### src/rtl/count_watch_pkg.sv
// count_watch_pkg: shared types and widths for the count_watch block.
//   evt_code_t  - event code carried in each FIFO entry
//   evt_entry_t - {code, stamp} payload pushed into the event FIFO
package count_watch_pkg;

    localparam int unsigned VALUE_W = 8;
    localparam int unsigned STAMP_W = 16;
    localparam int unsigned CODE_W  = 2;
    localparam int unsigned CNT_W   = 8;

    typedef enum logic [CODE_W-1:0] {
        EVT_WRAP  = 2'b00,
        EVT_DROP  = 2'b01,
        EVT_CROSS = 2'b10,
        EVT_STALL = 2'b11
    } evt_code_t;

    typedef struct packed {
        evt_code_t            code;
        logic [STAMP_W-1:0]   stamp;
    } evt_entry_t;

    localparam int unsigned ENTRY_W = $bits(evt_entry_t);

endpackage

### src/rtl/count_watch_fifo.sv
// count_watch_fifo: DEPTH-entry event queue with a valid/ready read side.
// The head entry and valid flag are registered; the head reads as zero when
// the queue is empty.
//   clk, reset         - clock, synchronous active-high reset
//   push, din          - write request and payload (dropped when full, no pop)
//   full               - registered full flag
//   out_valid          - head holds an entry
//   out_ready          - consumer accepts the head this cycle
//   dout               - head entry (zero when empty)
module count_watch_fifo
    import count_watch_pkg::*;
#(
    parameter int unsigned DEPTH   = 4,
    parameter type         entry_t = evt_entry_t
) (
    input  logic   clk,
    input  logic   reset,
    input  logic   push,
    input  entry_t din,
    output logic   full,
    output logic   out_valid,
    input  logic   out_ready,
    output entry_t dout
);

    localparam int unsigned AW = (DEPTH > 1) ? $clog2(DEPTH) : 1;
    localparam int unsigned CW = AW + 1;

    entry_t          mem [DEPTH];
    logic [AW-1:0]   rd_ptr;
    logic [AW-1:0]   wr_ptr;
    logic [AW-1:0]   rd_ptr_n;
    logic [AW-1:0]   wr_ptr_n;
    logic [CW-1:0]   count;
    logic [CW-1:0]   count_n;
    logic            pop_acc;
    logic            push_acc;
    entry_t          head_n;

    // Next-state pointers, occupancy and the head that will be visible after
    // this edge. A full queue still accepts a push when the head pops.
    always_comb begin
        pop_acc  = out_valid && out_ready;
        push_acc = push && (!full || pop_acc);
        rd_ptr_n = pop_acc  ? rd_ptr + AW'(1) : rd_ptr;
        wr_ptr_n = push_acc ? wr_ptr + AW'(1) : wr_ptr;
        count_n  = count + CW'(push_acc) - CW'(pop_acc);
        head_n   = '0;
        if (count_n != '0) begin
            // Write-through when the new entry lands in the head slot.
            if (push_acc && (wr_ptr == rd_ptr_n)) begin
                head_n = din;
            end else begin
                head_n = mem[rd_ptr_n];
            end
        end
    end

    // Control state and registered head.
    always_ff @(posedge clk) begin
        if (reset) begin
            rd_ptr    <= '0;
            wr_ptr    <= '0;
            count     <= '0;
            full      <= 1'b0;
            out_valid <= 1'b0;
            dout      <= '0;
        end else begin
            rd_ptr    <= rd_ptr_n;
            wr_ptr    <= wr_ptr_n;
            count     <= count_n;
            full      <= (count_n == CW'(DEPTH));
            out_valid <= (count_n != '0);
            dout      <= head_n;
        end
    end

    // Storage array; no reset needed since pointers define what is live.
    always_ff @(posedge clk) begin
        if (!reset && push_acc) begin
            mem[wr_ptr] <= din;
        end
    end

endmodule

### src/rtl/count_watch.sv
// count_watch: watches an 8-bit upstream counter and queues timestamped
// WRAP / DROP / CROSS / STALL events for a valid/ready consumer.
//   clk, reset   - clock, synchronous active-high reset
//   value        - upstream count, sampled every cycle
//   threshold    - crossing level, sampled every cycle
//   evt_valid    - head event present
//   evt_ready    - consumer accepts head event
//   evt_code     - head event code (0 when empty)
//   evt_stamp    - head event timestamp (0 when empty)
//   overflow     - sticky: an event was lost to a full queue
module count_watch
    import count_watch_pkg::*;
#(
    parameter int unsigned DEPTH     = 4,
    parameter int unsigned STALL_LIM = 16
) (
    input  logic               clk,
    input  logic               reset,
    input  logic [VALUE_W-1:0] value,
    input  logic [VALUE_W-1:0] threshold,
    output logic               evt_valid,
    input  logic               evt_ready,
    output logic [CODE_W-1:0]  evt_code,
    output logic [STAMP_W-1:0] evt_stamp,
    output logic               overflow
);

    localparam logic [CNT_W-1:0] LIM    = CNT_W'(STALL_LIM);
    localparam logic [CNT_W-1:0] LIM_M1 = CNT_W'(STALL_LIM - 1);

    logic [STAMP_W-1:0] stamp;
    logic [VALUE_W-1:0] prev;
    logic               prev_ok;
    logic [CNT_W-1:0]   stall_cnt;
    logic [CNT_W-1:0]   stall_cnt_n;

    logic               same;
    logic               det_wrap;
    logic               det_drop;
    logic               det_cross;
    logic               det_stall;
    logic               push;
    evt_entry_t         entry;
    evt_entry_t         head;
    logic               full;

    // Event detection against the previous sample. stall_cnt holds the number
    // of equal samples seen before this one, so STALL fires when this sample
    // is the STALL_LIM-th equal one; saturating at LIM keeps it one-shot.
    always_comb begin
        same      = (value == prev);
        det_wrap  = prev_ok && (prev == {VALUE_W{1'b1}}) && (value == '0);
        det_drop  = prev_ok && (value < prev) && !det_wrap;
        det_cross = prev_ok && (prev < threshold) && (value >= threshold);
        det_stall = prev_ok && same && (stall_cnt == LIM_M1);

        push        = 1'b0;
        entry.code  = EVT_WRAP;
        entry.stamp = stamp;
        if (det_wrap) begin
            push       = 1'b1;
            entry.code = EVT_WRAP;
        end else if (det_drop) begin
            push       = 1'b1;
            entry.code = EVT_DROP;
        end else if (det_cross) begin
            push       = 1'b1;
            entry.code = EVT_CROSS;
        end else if (det_stall) begin
            push       = 1'b1;
            entry.code = EVT_STALL;
        end

        stall_cnt_n = '0;
        if (prev_ok && same) begin
            stall_cnt_n = (stall_cnt == LIM) ? stall_cnt : stall_cnt + CNT_W'(1);
        end
    end

    // Timestamp, sample history and sticky overflow.
    always_ff @(posedge clk) begin
        if (reset) begin
            stamp     <= '0;
            prev      <= '0;
            prev_ok   <= 1'b0;
            stall_cnt <= '0;
            overflow  <= 1'b0;
        end else begin
            stamp     <= stamp + STAMP_W'(1);
            prev      <= value;
            prev_ok   <= 1'b1;
            stall_cnt <= stall_cnt_n;
            if (push && full && !(evt_valid && evt_ready)) begin
                overflow <= 1'b1;
            end
        end
    end

    count_watch_fifo #(
        .DEPTH   (DEPTH),
        .entry_t (evt_entry_t)
    ) u_fifo (
        .clk       (clk),
        .reset     (reset),
        .push      (push),
        .din       (entry),
        .full      (full),
        .out_valid (evt_valid),
        .out_ready (evt_ready),
        .dout      (head)
    );

    assign evt_code  = head.code;
    assign evt_stamp = head.stamp;

endmodule

### config.mk
export PLATFORM = sky130hd
export DESIGN_NAME = count_watch
export DESIGN_NICKNAME = d
export VERILOG_FILES = /design/src/rtl/count_watch_pkg.sv /design/src/rtl/count_watch_fifo.sv /design/src/rtl/count_watch.sv
export SDC_FILE = /design/constraint.sdc
export NUM_CORES = 1
export LEC_CHECK = 0
export CAP_MARGIN = 20
export CORE_AREA = 2 2 98 100
export DETAILED_ROUTE_END_ITERATION = 8
export DIE_AREA = 0 0 100 102
export PLACE_DENSITY = 0.92
export RECOVER_POWER = 50
export SLEW_MARGIN = 20
export SYNTH_ARGS = -nofsm -noshare
export SYNTH_HDL_FRONTEND = slang
export SYNTH_SLANG_ARGS = --single-unit
### constraint.sdc
create_clock -name clk -period 11.8 [get_ports clk]
set_input_delay 1.77 -clock clk [delete_from_list [all_inputs] [get_ports clk]]
set_output_delay 1.77 -clock clk [all_outputs]
set_load 0.01 [all_outputs]
==> metrics.md, run 1 <==
| Metric | Value |
|---|---|
| Tot Pwr | 1.381 mW |
| Sequential share of power | 40.2% |
| Clk_skew | roughly 0.0087 ns |
| Post-synthesis cell type count | 42 |
| Failing checks | capacitance limit, slew limit |
| RSZ-0062 raised after global routing | no |
| Final setup margin | 6.681 ns |
| I/O pins | 39 |
| Area post-placement | 6120 µm² |
| DRC | 0 |
| Fillers | 559 |
| Gate power share | a little under a quarter |
| Global route overflow | 0 |
| Setup TNS | 0 ns |
| Pwr/cell area | 206.1 nW/µm² |
| Design area | 6701 µm² |
| Area Overhead vs Synth | 19.37% |
| Cell Area, Synth | 5614 µm² |
| Setup crit end | u_fifo.dout[7] |
| CTS Hold Bufs | 0 |
| Net Sw Power | 0.3894 mW |
| Port Buffer Count | 38 |
| Final cycle utilization of the critical path | 43.39% |
| Sw frac | 28.19% |
| Synth async-reset ratio | 0% |
| Die Wd | 100 µm |
| Routability cong. | 0.8849 |
| Setup bufs post-CTS | 0 |
| HPWL after detailed placement | roughly 7.0 mm |
| Synthesized flop and latch total | 133 |
| Post-synthesis instance total | roughly 420 |
| Via/cell ratio | 5.797 |
| Internal power | 0.9920 mW |
| Antenna-violating nets left | 0 |
| Setup violators final | 0 |
| Total wire length | 11.09 mm |
| Vias in the first global route | around 3,700 |
| Met1 layer usage reported by global route | 27.45% |
| Worst R2R End | u_fifo.dout[7] |
| DR vias | between 3,000 and 4,000 |
| CTS clock-pin slew for the worst setup and hold paths | 0.06 ns |
| RR Startpoint | prev[3] |
| Clock power frac | 37.1% |
| Max-cap violations | 1 |
| Post-CTS sizing | 0 |
| Met2 usage | a little over two fifths |
| Reg2reg path depth | 15 |
| NumNets Final | 524 |
| Htree depth | 4 |
| First-pass GRT wire length | 18.11 mm |
| Startpoint Class | input pin |
| Slew HR | -7.811% |
| Ranking of synthesized cells by area | edfxtp_1 (39%), dfxtp_1 (22%), mux4_2 (7.2%), ha_1 (7.1%), nor2_1 (3.8%) |
| Drt first-iter violations | 196 |
| Grt peak-use layer | met2 |
| Max IR drop VDD | 114.6 µV |
| Initial antenna violation count | 0 |
| GRT Overall Usage | 24.04% |
| CP endpoint kind | flop |
| CTS tree | done |
| Post-synth EDFFs | 72 |
| Period minus WS final | 5.119 ns |
| Critical Path Start | threshold[3] |
| Status | finished with violations |
| Core Area | 9109 µm² |
| Least-Margin Pin Slew | 1.617 ns |
| Fin. Hold Viols | 0 |
| Worst hold path type | flop to flop |
| Hold_sp | overflow |
| Path type of the worst setup path | input pin to flop |
| Highest Clock Rate | 0.1953 GHz |
| Site Rows | 35 |
| Clock Latency Late Sink | 0.51 ns |
| Final slew viol count | 36 |
| Post-DR wirelength/cell | 18.61 µm |
| Drt first pass iters | 4 |
| Die Y | 102 µm |
| DIE AREA | approximately 10,000 µm² |
| Pin count of the biggest net entering global routing | 36 |
| Leak | 2.572 nW |
| # diodes | 0 |
| Syn Area/Cell | 13.34 µm² |
| Synth Warn # | 0 |
| Pre-CTS WS | ~6.3 ns |
| CTS Sinks | around 130 |
| Share of layout cells above drive strength 1 | 12.58% |
| Post-synthesis net count | roughly 470 |
| Root Buffer | clkbuf_8 |
| Worst EP required | between 10 and 15 ns |
| Max FO, Critical Path | 19 |
| Ys flop type | edfxtp_1 |
| Num CTS Buffers | 17 |
| Max clock buf depth | 2 |
| Sequential fraction of the synthesis area | approximately 60% |
| R2r setup slk | approximately 8.1 ns |
| Synth top area share | slightly below 40% |
| Critical Path AT | 5.51 ns |
| Util after Layout | between 70% and 80% |
| M3 GR Usage | 6.088% |
| Initial Util | 61.63% |
| Largest area contributor in the netlist | edfxtp_1 |
[cells in the mapped netlist, drive strengths merged (4+ instances only)]
cell    count
dfxtp      61
nor2       57
nand3      13
xnor2      13
a21oi      13
inv        27
and3       11
nand2      10
nor2b       9
nand4       5
buf         4
clkbuf      7
xor2       14
ha         32
edfxtp     72
nor3        4
nand2b      6
mux2i      18
mux4       18
[cells in the final DEF (no fill, tap or decap), drive strengths merged, types with 2 or more instances in the layout]
| cell | synthesis | final |
|---|---|---|
| edfxtp | 72 | 72 |
| dfxtp | 61 | 61 |
| nor2 | 57 | 57 |
| inv | 27 | 33 |
| ha | 32 | 32 |
| clkdlybuf4s50 | 0 | 21 |
| mux4 | 18 | 18 |
| mux2i | 18 | 18 |
| clkbuf | 7 | 18 |
| dlygate4sd3 | 0 | 17 |
| xor2 | 14 | 14 |
| nand3 | 13 | 13 |
| xnor2 | 13 | 13 |
| a21oi | 13 | 13 |
| and3 | 11 | 11 |
| nand2 | 10 | 10 |
| nor2b | 9 | 9 |
| nand2b | 6 | 6 |
| nand4 | 5 | 5 |
| nor3 | 4 | 4 |
| buf | 4 | 4 |
| clkinv | 0 | 4 |
| clkinvlp | 0 | 3 |
| o211ai | 2 | 2 |
| and4 | 2 | 2 |
| or3 | 2 | 2 |
| a21o | 2 | 2 |
| a221oi | 2 | 2 |
| o21ai | 2 | 2 |
| and2 | 2 | 2 |
| bufinv | 0 | 2 |
| or4 | 2 | 2 |
[power groups by stage]
stage	sequential, mW	combinational, mW	clock (mW)
2_1_floorplan	0.571	0.199	0
3_3_place_gp	0.563	0.304	0
3_5_place_dp	0.566	0.318	0
4_1_cts	0.557	0.325	0.517
5_1_grt	0.559	0.344	0.537
6_report	0.555	0.313	0.513
[cells by family (layout without fill, tap and decap cells)]
| logic type | after synthesis | after routing | synth area share [%] |
|---|---|---|---|
| buf+inv | 38 | 102 | 2.853 |
| compound gates | 27 | 27 | 3.254 |
| flops | 133 | 133 | 60.26 |
| simple gates | 127 | 127 | 11.37 |
| xor+xnor | 27 | 27 | 4.346 |
| fa+ha+maj | 33 | 33 | 7.488 |
| mux | 36 | 36 | 10.43 |
[worst max-delay path: stages]
cell and delay, ns:
clkdlybuf4s50_1 0.46, inv_1 0.06, ha_1 0.30, a211oi_1 0.20, o21ai_0 0.11, a221oi_1 0.37, a21oi_1 0.23, a21oi_2 0.35
ha_1 0.20, inv_1 0.05, fa_1 0.37, xor2_1 0.18, xnor2_1 0.16, nor2_1 0.10, nor2_1 0.22, buf_4 0.29
nor2_1 0.08
[routing by layer]
layer	part of all wire (%)	up-vias
met5	0	-
met3	4.9	26
li1	-	1618
met2	52	115
met4	2.7	0
met1	41	1696
[final cells by class]
cell class                      instances  area [µm²]  share of cell area, %
Timing Repair Buffer                   43       414.1                  6.180
Sequential cell                       133        3383                  50.49
Clock inverter                         15       171.4                  2.558
Tap cell                              111       138.9                  2.072
Inverter                               27       101.3                  1.512
Multi-Input combinational cell        250        2078                  31.01
Clock buffer                           17       414.1                  6.180
[how the worst min path moves through the flow]
stage | end | slack (ns) | depth (start not counted)
6_report | overflow | 0.50 | 2
4_1_cts | overflow | 0.49 | 2
2_1_floorplan | stamp[0] | 0.46 | 1
5_1_grt | overflow | 0.52 | 2
3_5_place_dp | overflow | 0.46 | 2
3_3_place_gp | overflow | 0.47 | 2
[through the flow]
step | hold WS, ns | cells
floorplan | 0.4602 | 421
global placement | 0.4713 | 564
detailed placement | 0.4639 | 564
CTS | 0.4950 | 596
global route | 0.5171 | 596
finish | 0.5010 | 596
[sequential cells by signal, summed over array words and instances (netlist names)]
| signal | count |
|---|---|
| overflow | 1 |
| prev | 8 |
| prev_ok | 1 |
| stall_cnt | 8 |
| stamp | 16 |
| u_fifo.count | 3 |
| u_fifo.dout | 18 |
| u_fifo.full | 1 |
| u_fifo.mem | 72 |
| u_fifo.out_valid | 1 |
| u_fifo.rd_ptr | 2 |
| u_fifo.wr_ptr | 2 |
No activity file was read; power rests on OpenSTA's default activity.
==> run 2: changes to the inputs <==
--- a/config.mk
+++ b/config.mk
@@ -6,10 +6,10 @@
 export NUM_CORES = 1
 export LEC_CHECK = 0
 export CAP_MARGIN = 20
-export CORE_AREA = 2 2 98 100
+export CORE_AREA = 2 2 106 108
 export DETAILED_ROUTE_END_ITERATION = 8
-export DIE_AREA = 0 0 100 102
-export PLACE_DENSITY = 0.92
+export DIE_AREA = 0 0 108 110
+export PLACE_DENSITY = 0.84
 export RECOVER_POWER = 50
 export SLEW_MARGIN = 20
 export SYNTH_ARGS = -nofsm -noshare
==> constraint.sdc (replaced) <==
create_clock -name clk -period 4.15 [get_ports clk]
set_input_delay 0.6225 -clock clk [delete_from_list [all_inputs] [get_ports clk]]
set_output_delay 0.6225 -clock clk [all_outputs]
set_load 0.01 [all_outputs]
==> run 2 against run 1 <==
The run still ends with capacitance limit, slew limit left. Clock power grew to 2.9 times the previous value. Non-clock buffer count up 8. Global-route usage is 3.8 points lower. Register-to-register slack got worse by 7.3 ns. Wire length down 1.2%. Setup slack lost 6.1 ns. Critical path depth unchanged. Via count is 0.87% lower. Critical endpoint is now u_fifo.dout[8]. Largest cell class unchanged.
==> metrics.md, run 2 (synthesized netlist as in run 1, its figures left out) <==
| Metric | Value |
|---|---|
| Status | finished with violations (unchanged) |
| Failing checks | capacitance limit, slew limit (unchanged) |
| Total wire length | 10.96 mm (was 11.09 mm) |
| NumNets Final | 532 (was 524) |
| Port Buffer Count | 38 (unchanged) |
| Path type of the worst setup path | input pin to flop (unchanged) |
| Drt first pass iters | 4 (unchanged) |
| I/O pins | 39 (unchanged) |
| Net Sw Power | 1.079 mW (was 0.3894 mW) |
| Leak | 2.615 nW (was 2.572 nW) |
| Num CTS Buffers | 17 (unchanged) |
| Area post-placement | 6216 µm² (was 6120 µm²) |
| Share of layout cells above drive strength 1 | 13.59% (was 12.58%) |
| Register area | 3383 µm² (unchanged) |
| Most frequent cells in the layout | edfxtp_1 (72), dfxtp_1 (61), nor2_1 (57) (unchanged) |
| DR vias | 3,425 (was 3,455) |
| Least-Margin Pin Slew | 1.552 ns (was 1.617 ns) |
| Initial Util | 52.48% (was 61.63%) |
| Sequential share of power | 39.7% (was 40.2%) |
| Post-DR wirelength/cell | 17.31 µm (was 18.61 µm) |
| Slew HR | -3.490% (was -7.811%) |
| Clk_skew | 0.01723 ns (was 0.008703 ns) |
| Design area | 6807 µm² (was 6701 µm²) |
| Max IR drop VDD | 331.0 µV (was 114.6 µV) |
| Final cycle utilization of the critical path | ~86% |
| Post-CTS sizing | 0 (unchanged) |
| Area Overhead vs Synth | 21.24% (was 19.37%) |
| Setup TNS | 0 ns (unchanged) |
| Max reg flops | 72 (unchanged) |
| Worst EP required | 4.55 ns (was 12.19 ns) |
| Post-route insts no fill | 633 (was 596) |
| Gate power share | 23.2% (was 22.7%) |
| Cell mode on critical path | nor2_1 (unchanged) |
| Multi-input gate area | 2078 µm² (unchanged) |
| Die Y | 110 µm (was 102 µm) |
| GRT Overall Usage | 20.29% (was 24.04%) |
| Fillers | 762 (was 559) |
| Pwr/cell area | 583.7 nW/µm² (was 206.1 nW/µm²) |
| Startpoint Class | input pin (unchanged) |
| Pin count of the biggest net entering global routing | 35 (was 36) |
| Top Registers | u_fifo.mem (72), u_fifo.dout (18), stamp (16) (unchanged) |
| Critical path cell sequence | clkdlybuf4s50_1, inv_1, ha_1, o211ai_1, o21ai_0, a221oi_1, a21oi_1, a21oi_2, ha_1, inv_1, fa_1, xor2_1, xnor2_1, nor2_1, nor2_1, buf_4, nor2_1 (was clkdlybuf4s50_1, inv_1, ha_1, a211oi_1, o21ai_0, a221oi_1, a21oi_1, a21oi_2, ha_1, inv_1, fa_1, xor2_1, xnor2_1, nor2_1, nor2_1, buf_4, nor2_1) |
| Register name with the most flops | u_fifo.mem (unchanged) |
| Root Buffer | clkbuf_8 (unchanged) |
| CTS clock-pin slew for the worst setup and hold paths | 0.06 ns (about the same) |
| Highest Clock Rate | about 0.28 GHz |
| Vias in the first global route | 3,698 (was 3,720) |
| Sw frac | 27.15% (was 28.19%) |
| Htree depth | 4 (unchanged) |
| Worst hold path type | flop to flop (unchanged) |
| Final slew viol count | 35 (was 36) |
| Critical path's largest stage delay | 0.48 ns (was 0.46 ns) |
| Antenna-violating nets left | 0 (unchanged) |
| HPWL after detailed placement | 7.015 mm (was 6.955 mm) |
| Period minus WS final | 3.560 ns |
| Setup bufs post-CTS | 0 (unchanged) |
| Drt first-iter violations | 209 (was 196) |
| Setup violators final | 0 (unchanged) |
| Critical Path Slowest Stage Cell | clkdlybuf4s50_1 (unchanged) |
| Max clock buf depth | 2 (unchanged) |
| Max-cap violations | 1 (unchanged) |
| CTS Sinks | 133 (unchanged) |
| CTS Hold Bufs | 0 (unchanged) |
| Initial antenna violation count | 0 (unchanged) |
| Clock power frac | 37.1% (about the same) |
| CTS tree | done (unchanged) |
| Internal power | 2.894 mW (was 0.9920 mW) |
| DIE AREA | 11,880 µm² (was 10,200 µm²) |
| # diodes | 0 (unchanged) |
| Die Wd | 108 µm (was 100 µm) |
| Site Rows | 38 (was 35) |
| Via/cell ratio | 5.411 (was 5.797) |
| DRC | 0 (unchanged) |
| Most common cell after layout, fill and taps aside | edfxtp_1 (unchanged) |
| Core Area | 10,700 µm² (was 9109 µm²) |
| Global route overflow | 0 (unchanged) |
| Placed cell count | 601 (was 564) |
| First-pass GRT wire length | 17.99 mm (was 18.11 mm) |
| Tot Pwr | 3.973 mW (was 1.381 mW) |
| Clock Latency Late Sink | 0.52 ns (was 0.51 ns) |
| Max FO, Critical Path | 10 (was 19) |
| Critical Path AT | 3.96 ns (was 5.51 ns) |
| Fin. Hold Viols | 0 (unchanged) |
| RSZ-0062 raised after global routing | no (unchanged) |
| Routability cong. | 0.7999 (was 0.8849) |
| CP endpoint kind | flop (unchanged) |
==> run 2: final cells by class <==
type / instances / area share (%)
flip-flops and latches: 133 / 49.71
multi-input cells: 250 / 30.53
repair buffers: 51 / 6.967
clock buffers: 18 / 6.140
clock inverters: 14 / 2.592
well taps: 140 / 2.574
inverters: 27 / 1.489
==> run 2: layer usage <==
metal	routed length [µm]	up-vias	GRT usage, %	share of wire, %
met4	150	0	7.601	1.4
li1	-	1635	-	-
met1	4645	1696	24.56	42
met5	0	-	0	0
met3	453	14	5.232	4.1
met2	5709	80	35.18	52
==> run 2: worst max-delay path, delay by kind of cell <==
kind,cells,cell delay [ns]
buffers and inverters,4,0.81
adders and majority gates,3,0.82
xor gates and xnor gates,2,0.32
and+or+nand+nor,3,0.39
AOI/OAI and AO/OA,5,1.00
==> run 2: final timing paths <==
kind / start / endpoint / slack (ns) / depth (start not counted)
hold / removal: overflow / overflow / 0.51 / 2
hold reg to reg: overflow / overflow / 0.51 / 2
setup reg to reg: prev[6] / u_fifo.dout[8] / 0.85 / 16
setup / recovery: threshold[1] / u_fifo.dout[8] / 0.59 / 17
==> run 2: power groups by stage <==
stage / Sequential (mW) / Clock, mW / Combinational, mW
2_1_floorplan: 1.62 / 0 / 0.565
4_1_cts: 1.58 / 1.50 / 0.953
3_5_place_dp: 1.61 / 0 / 0.925
5_1_grt: 1.59 / 1.56 / 1.01
6_report: 1.58 / 1.47 / 0.922
3_3_place_gp: 1.60 / 0 / 0.894
==> run 2: per-stage QoR <==
step | setup slack, ns | utilization, % | hold slack [ns]
3_5_place_dp | 0.1676 | 58.11 | 0.4996
6_report | 0.5900 | 63.63 | 0.5114
3_3_place_gp | 0.2429 | 58.11 | 0.4843
5_1_grt | 0.3626 | 63.63 | 0.5458
4_1_cts | 0.6683 | 63.66 | 0.5138
2_1_floorplan | 0.3266 | - | 0.4602
